===== config.mk =====
export PLATFORM = sky130hd
export DESIGN_NAME = reg_file_seq
export DESIGN_NICKNAME = d
export VERILOG_FILES = /design/src/rtl/reg_file_seq.sv
export SDC_FILE = /design/constraint.sdc
export NUM_CORES = 1
export LEC_CHECK = 0
export ABC_AREA = 1
export CORE_MARGIN = 1
export CORE_UTILIZATION = 49
export CTS_BUF_LIST = sky130_fd_sc_hd__clkbuf_8
export DETAILED_ROUTE_END_ITERATION = 16
export PLACE_DENSITY = 0.84
export SYNTH_ARGS = -nofsm -noshare
export SYNTH_HDL_FRONTEND = slang
export SYNTH_SLANG_ARGS = --single-unit
export TNS_END_PERCENT = 1

===== constraint.sdc =====
create_clock -name i_clk -period 1.45 [get_ports i_clk]
set_input_delay 0.145 -clock i_clk [delete_from_list [all_inputs] [get_ports i_clk]]
set_output_delay 0.145 -clock i_clk [all_outputs]
set_load 0.03 [all_outputs]

===== src/rtl/reg_file_seq.sv =====
// Command sequencer that owns the register file ports: clears every register after
// reset, then executes one ALU/LDI/RD command at a time with write-back.
module reg_file_seq #(
  parameter int ADDR_WIDTH = 3,
  parameter int REG_WIDTH  = 32
) (
  input  logic                  i_clk,
  input  logic                  i_rst_n,
  input  logic                  i_cmd_valid,
  output logic                  o_cmd_ready,
  input  logic [2:0]            i_cmd_op,
  input  logic [ADDR_WIDTH-1:0] i_cmd_rd,
  input  logic [ADDR_WIDTH-1:0] i_cmd_rs1,
  input  logic [ADDR_WIDTH-1:0] i_cmd_rs2,
  input  logic [REG_WIDTH-1:0]  i_cmd_imm,
  output logic [ADDR_WIDTH-1:0] o_reg_a_addr_r,
  output logic [ADDR_WIDTH-1:0] o_reg_b_addr_r,
  input  logic [REG_WIDTH-1:0]  i_reg_a_val_r,
  input  logic [REG_WIDTH-1:0]  i_reg_b_val_r,
  output logic [ADDR_WIDTH-1:0] o_reg_addr_w,
  output logic [REG_WIDTH-1:0]  o_reg_val_w,
  output logic                  o_write_en,
  output logic                  o_done,
  output logic [REG_WIDTH-1:0]  o_result,
  output logic                  o_busy,
  output logic [2:0]            o_dbg_state
);

  localparam int NUM_REGS = 2 ** ADDR_WIDTH;

  localparam logic [2:0] ST_RST_WAIT = 3'd0;
  localparam logic [2:0] ST_INIT     = 3'd1;
  localparam logic [2:0] ST_IDLE     = 3'd2;
  localparam logic [2:0] ST_READ     = 3'd3;
  localparam logic [2:0] ST_WB       = 3'd4;

  localparam logic [2:0] OP_ADD  = 3'd0;
  localparam logic [2:0] OP_SUB  = 3'd1;
  localparam logic [2:0] OP_AND  = 3'd2;
  localparam logic [2:0] OP_OR   = 3'd3;
  localparam logic [2:0] OP_XOR  = 3'd4;
  localparam logic [2:0] OP_LDI  = 3'd5;
  localparam logic [2:0] OP_SLTU = 3'd6;
  localparam logic [2:0] OP_RD   = 3'd7;

  logic [2:0]            state_q, state_d;
  logic [ADDR_WIDTH-1:0] cnt_q, cnt_d;
  logic [2:0]            op_q, op_d;
  logic [ADDR_WIDTH-1:0] rd_q, rd_d;
  logic [ADDR_WIDTH-1:0] ra_q, ra_d;
  logic [ADDR_WIDTH-1:0] rb_q, rb_d;
  logic [REG_WIDTH-1:0]  res_q, res_d;
  logic [REG_WIDTH-1:0]  alu_res;
  logic                  wb_write;

  always_comb begin
    alu_res = i_reg_a_val_r;
    case (op_q)
      OP_ADD:  alu_res = i_reg_a_val_r + i_reg_b_val_r;
      OP_SUB:  alu_res = i_reg_a_val_r - i_reg_b_val_r;
      OP_AND:  alu_res = i_reg_a_val_r & i_reg_b_val_r;
      OP_OR:   alu_res = i_reg_a_val_r | i_reg_b_val_r;
      OP_XOR:  alu_res = i_reg_a_val_r ^ i_reg_b_val_r;
      OP_SLTU: alu_res = {{(REG_WIDTH-1){1'b0}}, (i_reg_a_val_r < i_reg_b_val_r)};
      default: alu_res = i_reg_a_val_r;
    endcase
  end

  // Handshake: a command transfers on a rising edge where i_cmd_valid and
  // o_cmd_ready are both high; fields are sampled only on that edge.
  always_comb begin
    state_d = state_q;
    cnt_d   = cnt_q;
    op_d    = op_q;
    rd_d    = rd_q;
    ra_d    = ra_q;
    rb_d    = rb_q;
    res_d   = res_q;
    case (state_q)
      ST_RST_WAIT: begin
        cnt_d   = '0;
        state_d = ST_INIT;
      end
      ST_INIT: begin
        cnt_d = cnt_q + 1'b1;
        if (cnt_q == ADDR_WIDTH'(NUM_REGS - 1)) state_d = ST_IDLE;
      end
      ST_IDLE: begin
        if (i_cmd_valid) begin
          op_d = i_cmd_op;
          rd_d = i_cmd_rd;
          if (i_cmd_op == OP_LDI) begin
            res_d   = i_cmd_imm;
            state_d = ST_WB;
          end else begin
            ra_d    = i_cmd_rs1;
            rb_d    = i_cmd_rs2;
            state_d = ST_READ;
          end
        end
      end
      ST_READ: begin
        res_d   = alu_res;
        state_d = ST_WB;
      end
      ST_WB: state_d = ST_IDLE;
      default: state_d = ST_RST_WAIT;
    endcase
  end

  always_ff @(posedge i_clk or negedge i_rst_n) begin
    if (!i_rst_n) begin
      state_q <= ST_RST_WAIT;
      cnt_q   <= '0;
      op_q    <= '0;
      rd_q    <= '0;
      ra_q    <= '0;
      rb_q    <= '0;
      res_q   <= '0;
    end else begin
      state_q <= state_d;
      cnt_q   <= cnt_d;
      op_q    <= op_d;
      rd_q    <= rd_d;
      ra_q    <= ra_d;
      rb_q    <= rb_d;
      res_q   <= res_d;
    end
  end

  // Write port is decoded from state so a reset mid-WB drops the write at once.
  assign wb_write       = (state_q == ST_WB) && (op_q != OP_RD);
  assign o_write_en     = (state_q == ST_INIT) || wb_write;
  assign o_reg_addr_w   = (state_q == ST_INIT) ? cnt_q : (wb_write ? rd_q : '0);
  assign o_reg_val_w    = wb_write ? res_q : '0;
  assign o_reg_a_addr_r = ra_q;
  assign o_reg_b_addr_r = rb_q;
  assign o_cmd_ready    = (state_q == ST_IDLE);
  assign o_busy         = (state_q != ST_IDLE);
  assign o_done         = (state_q == ST_WB);
  assign o_result       = res_q;
  assign o_dbg_state    = state_q;

endmodule


# ---- Word level (Yosys, flattened, before mapping)
# Index checks and enable logic that the tools add are counted.
dict set report totals {
  output_inout_bits 80
  register_bits 50
  elab_cells 53
}
dict set report classes {
  muxes 12
  bitwise_logic 4
  order_cmp 1
  eq_ne 16
  n_addsub 3
  n_reduce_logical 10
}
# cell n
set op_table {}
lappend op_table {{one-hot mux 32 bit (6 select lines)} 1}
lappend op_table {{2-to-1 mux 32 bit} 3}
lappend op_table {{one-hot mux 32 bit (2 select lines)} 1}
lappend op_table {{adder 32 bit} 1}
lappend op_table {{bitwise AND 32 bit} 1}
lappend op_table {{< comparator 32 bit} 1}
lappend op_table {{bitwise OR 32 bit} 1}
lappend op_table {{subtractor 32 bit} 1}
lappend op_table {{XOR 32 bit} 1}
lappend op_table {{equality test 3 bit (second input constant)} 5}
lappend op_table {{2-to-1 mux 3 bit} 5}
lappend op_table {{one-hot mux 3 bit (5 select lines)} 1}
lappend op_table {{equality test 3 x 2 -> 1 bit (second input constant)} 4}
lappend op_table {{equality test 3 x 1 -> 1 bit (second input constant)} 2}
lappend op_table {{logical NOT 3 bit} 2}
lappend op_table {{one-hot mux 3 bit (2 select lines)} 1}
lappend op_table {{AND reduction 3 bit} 2}
lappend op_table {{inequality test 2 bit (second input constant)} 2}
lappend op_table {{AND reduction 2 bit} 2}
lappend op_table {{nonzero test 2 bit} 2}
lappend op_table {{adder 3 x 1 -> 3 bit (second input constant)} 1}
lappend op_table {{inequality test 3 x 2 -> 1 bit (second input constant)} 1}
lappend op_table {{inequality test 3 bit (second input constant)} 1}
lappend op_table {{inequality test 2 x 1 -> 1 bit (second input constant)} 1}
lappend op_table {{other kinds (3)} 3}

# ---- Logic depth before layout (Yosys ltp)
dict set report logic_depth {
  depth_word 4
  ltp_mapped 17
  ltp_nobuf 17
}

# ---- Worst setup path before layout
# No wires, ideal clock.
dict set report synth_path {
  kind {register to output}
  from {register state_q[0] (netlist: o_dbg_state[0])}
  to {output port o_reg_val_w[22]}
  path_slack_ns -0.786
  path_buffers 1
  required_ns 1.305
  stages_incl_launch_ff 7
  arrival_ns 2.091
  path_cell_list {dfrtp_1 > nor2_1 > inv_1 > nor2_1 > o21ai_2 > buf_2 > nor2_1}
}
dict set report synth_via {
  elab_chain_cells 3
}
# item line
set synth_rtl {}
lappend synth_rtl {{start: declaration} 46} ;# logic [2:0] state_q, state_d;
lappend synth_rtl {{start signal: assignment} 121} ;# state_q <= state_d;
lappend synth_rtl {{equality test 3 bit} -}
lappend synth_rtl {{via o_done} 23} ;# output logic o_done,
lappend synth_rtl {{logical AND 1 bit} 132} ;# assign wb_write = (state_q == ST_WB) && (op_q != OP_RD);
lappend synth_rtl {{2-to-1 mux 32 bit} 135} ;# assign o_reg_val_w = wb_write ? res_q : '0;
lappend synth_rtl {{end: declaration} 21} ;# output logic [REG_WIDTH-1:0] o_reg_val_w,
# The timed path passes the listed nets, and every way through them passes these cells.

# ---- Final worst setup path
dict set report layout_path {
  from {register state_q[2] (netlist: o_dbg_state[2])}
  to {output port o_reg_val_w[31]}
}
dict set report layout_via {
  elab_chain_cells 3
}
# item line
set layout_rtl {}
lappend layout_rtl {{equality test 3 bit} 132}
lappend layout_rtl {{logical AND 1 bit} 132}
lappend layout_rtl {{2-to-1 mux 32 bit} 135}
# Every way passes these cells.

==> reports/metrics.yaml <==
h-tree-depth: 2
worst_pin_slew_ps: 580.2
violations: "setup timing"
rsz0062_at_grt: "true"
drv_slew: 0
wirelength_um: 52540
wl_per_cell_um: 22.16
die_h_um: 140.6
crit_type: "flop to primary output"
dp_hpwl_um: 33870
max_freq_mhz: 421.6
drc: 0
cts_tree: "done"
io_buffers: 190
yosys_most_used_dff: "dfrtp_1"
clkLatencyLatePin_ps: 330
synth-edff-count: 0
core_um2: 18770
path_buf_inv: 4
setup-violations-final: 86
die_area_um2: 19780
cts_made_buffers: 5
arrival_ps: 2230
viasPerCell: 6.004
max-cap-violations: 0
numClockSinks: 50
cp-end-kind: "primary output"
power_density_nw_per_um2: 1351
finalCriticalPeriod_ps: 2372
layout.nets: 2360
netlist_area_um2: 9419
synth.largest_area_cell: "nand2_1"
io_pins: 191
ys_seq_area_share_pct: 13.28
path_delay_family: "buffers and inverters"
grt_pass1_wl_um: 70790
area_delta_synth_final_pct: 70.63
setup_ws_ps: -922.1
peakVddDrop_mv: 0.9535
ys_warn_count: 0
grt_pass1_vias: 13200
dieWidth_um: 140.6
critPathMostFrequentCell: "buf_4"
yosys-top-cells-area: "nand2_1 (18%), ha_1 (15%), dfrtp_1 (13%)"
start_kind: "flop"
postSynth.asyncResetShare_pct: 100.0
vias: 14240
grt.total_usage_pct: 46.35
ys_types: 50
dp_slack_ps: -1236
layout_commonest_cell: "nand2_1"
yosys.area.top_type_share_pct: 18.17
avgSynthCellArea_um2: 5.733
hold_viol_final: 0
slew_headroom_pct: 61.32
synth_cells: 1643
antenna_found_initial: 7
drtIter0Drc: 1989
slowest_stage: "dfrtp_2"
cts_root_buf: "clkbuf_8"
syn_nets: 1871
clk_path_buf_depth: 2
p_leak_uw: 0.008413
ant_nets: 0
overflow: 0
worstPathRequired_ps: 1310
worst-path-max-fanout: 6
worst_path_largest_cell_delay_ps: 380
drive_gt1_share_pct: 40.98
core.rowCount: 50
status: "finished, violations left"
crit_chain: "buf_4 -> inv_1 -> nor2_4 -> o21ai_4 -> buf_4 -> nor2_2 -> buf_6"
gp_congestion: 0.9793
clock_skew_ps: 14.08
hold_class: "primary input to asynchronous set/reset pin"
finalCritPeriodShare_pct: 163.6
firstDrtPassIters: 7
tns_ps: -43550
final_cell_mix: "nand2_1 (356), buf_4 (328), inv_1 (248)"
grt_max_degree: 51
cts.clk_slew.worst_paths_ps: 120
ys_ff_latch: 50
start_util_pct: 50.19
final timing paths:
path / start / end / slack (ps) / cells past startpoint
min: i_rst_n / o_result[7]$_DFFE_PN0P_ / 300 / 3
max in group asynchronous: i_rst_n / o_dbg_state[0]$_DFFE_PN0P_ / 830 / 3
max: o_dbg_state[2]$_DFFE_PN0P_ / o_reg_val_w[31] / -920 / 7
max reg2reg: op_q[0]$_DFFE_PN0P_ / o_result[15]$_DFFE_PN0P_ / -770 / 12
min in group i_clk: i_reg_a_val_r[26] / o_result[26]$_DFFE_PN0P_ / 370 / 6
min reg2reg: o_reg_b_addr_r[2]$_DFFE_PN0P_ / o_reg_b_addr_r[2]$_DFFE_PN0P_ / 530 / 1
sequential cells by signal, indices dropped and copies added, names as in the netlist:
name,count
o_result,32
cnt_q,3
o_dbg_state,3
o_reg_a_addr_r,3
o_reg_b_addr_r,3
op_q,3
rd_q,3
what timing repair did:
item	4_1_cts	5_1_grt
endpoints found under the setup margin	127	89
pin swaps	64	64
gates cloned	1	2
buffers inserted	20	15
resized for setup	448	209
hold endpoints to repair	50	0
hold buffers	1	0
layout make-up:
class / instances / area, um2
diodes: 4 / 10.01
clock buffers: 5 / 68.82
clock inverters: 3 / 23.77
fillers: 1067 / 2696
inverters: 340 / 1294
multi-input cells: 1190 / 8319
flip-flops and latches: 50 / 1255
well taps: 234 / 292.8
repair buffers: 545 / 4808
metal layers:
layer  track usage [%]  part of all wire [%]  vias up  routed length, um
li1                  -                     -     6142                  -
met1             56.53                    34     6449              18030
met2             74.99                    42     1202              22150
met3             11.75                    15      436               7912
met4             24.94                   8.3        6               4360
met5                 0                  0.17        -                 90
cell usage after synthesis (2+ instances only):
master	number
nor3_1	15
o21ai_1	2
dfrtp_1	50
inv_1	326
nor2_4	4
and2_1	3
nor2_2	11
nand2_2	9
buf_2	29
o21bai_1	10
nand3_1	123
nor4_1	2
a221oi_1	3
ha_1	115
o21a_1	2
and3_1	3
fa_1	2
a21oi_1	152
buf_4	9
a22oi_1	14
o221ai_1	20
buf_6	8
nand4_1	14
mux2_2	7
o22ai_1	3
o211ai_1	3
o21ai_0	47
inv_2	13
nand2_1	456
nor3_2	3
nor2_1	147
nand3_2	3
clkbuf_1	11
o2111ai_1	3
o311ai_0	2
a21oi_2	4
clkbuf_8	2
report_power, final:
group | switching [uW] | internal, uW
Sequential | 649 | 2100
Clock | 605 | 348
Combinational | 11400 | 6610
cells by family after synthesis:
kind of cell	Yosys count	synth area share, %
buffers and inverters	403	17.97
muxes	7	0.8369
DFF	50	13.28
and+or+nand+nor	796	35.55
adders and majority gates	117	15.70
AOI/OAI and AO/OA	270	16.66
through the flow:
step                      cells  total power, uW  util, %  hold WS [ps]  cell area [um2]
final                      2371            21710    85.63         304.3            16070
after global routing       2368            22390    85.59         355.7            16060
after CTS                  2353            18590    81.41         348.5            15280
after detailed placement   2323            16790    74.12         156.5            13910
after global placement     2323            16280    74.12         153.4            13910
after floorplan            1643            10540        -        -150.6             9697
worst min-delay path, stage by stage:
cell	delay, ps
dlygate4sd3_1	510
buf_2	120
buf_12	260
(Power assumes the default switching activity.)
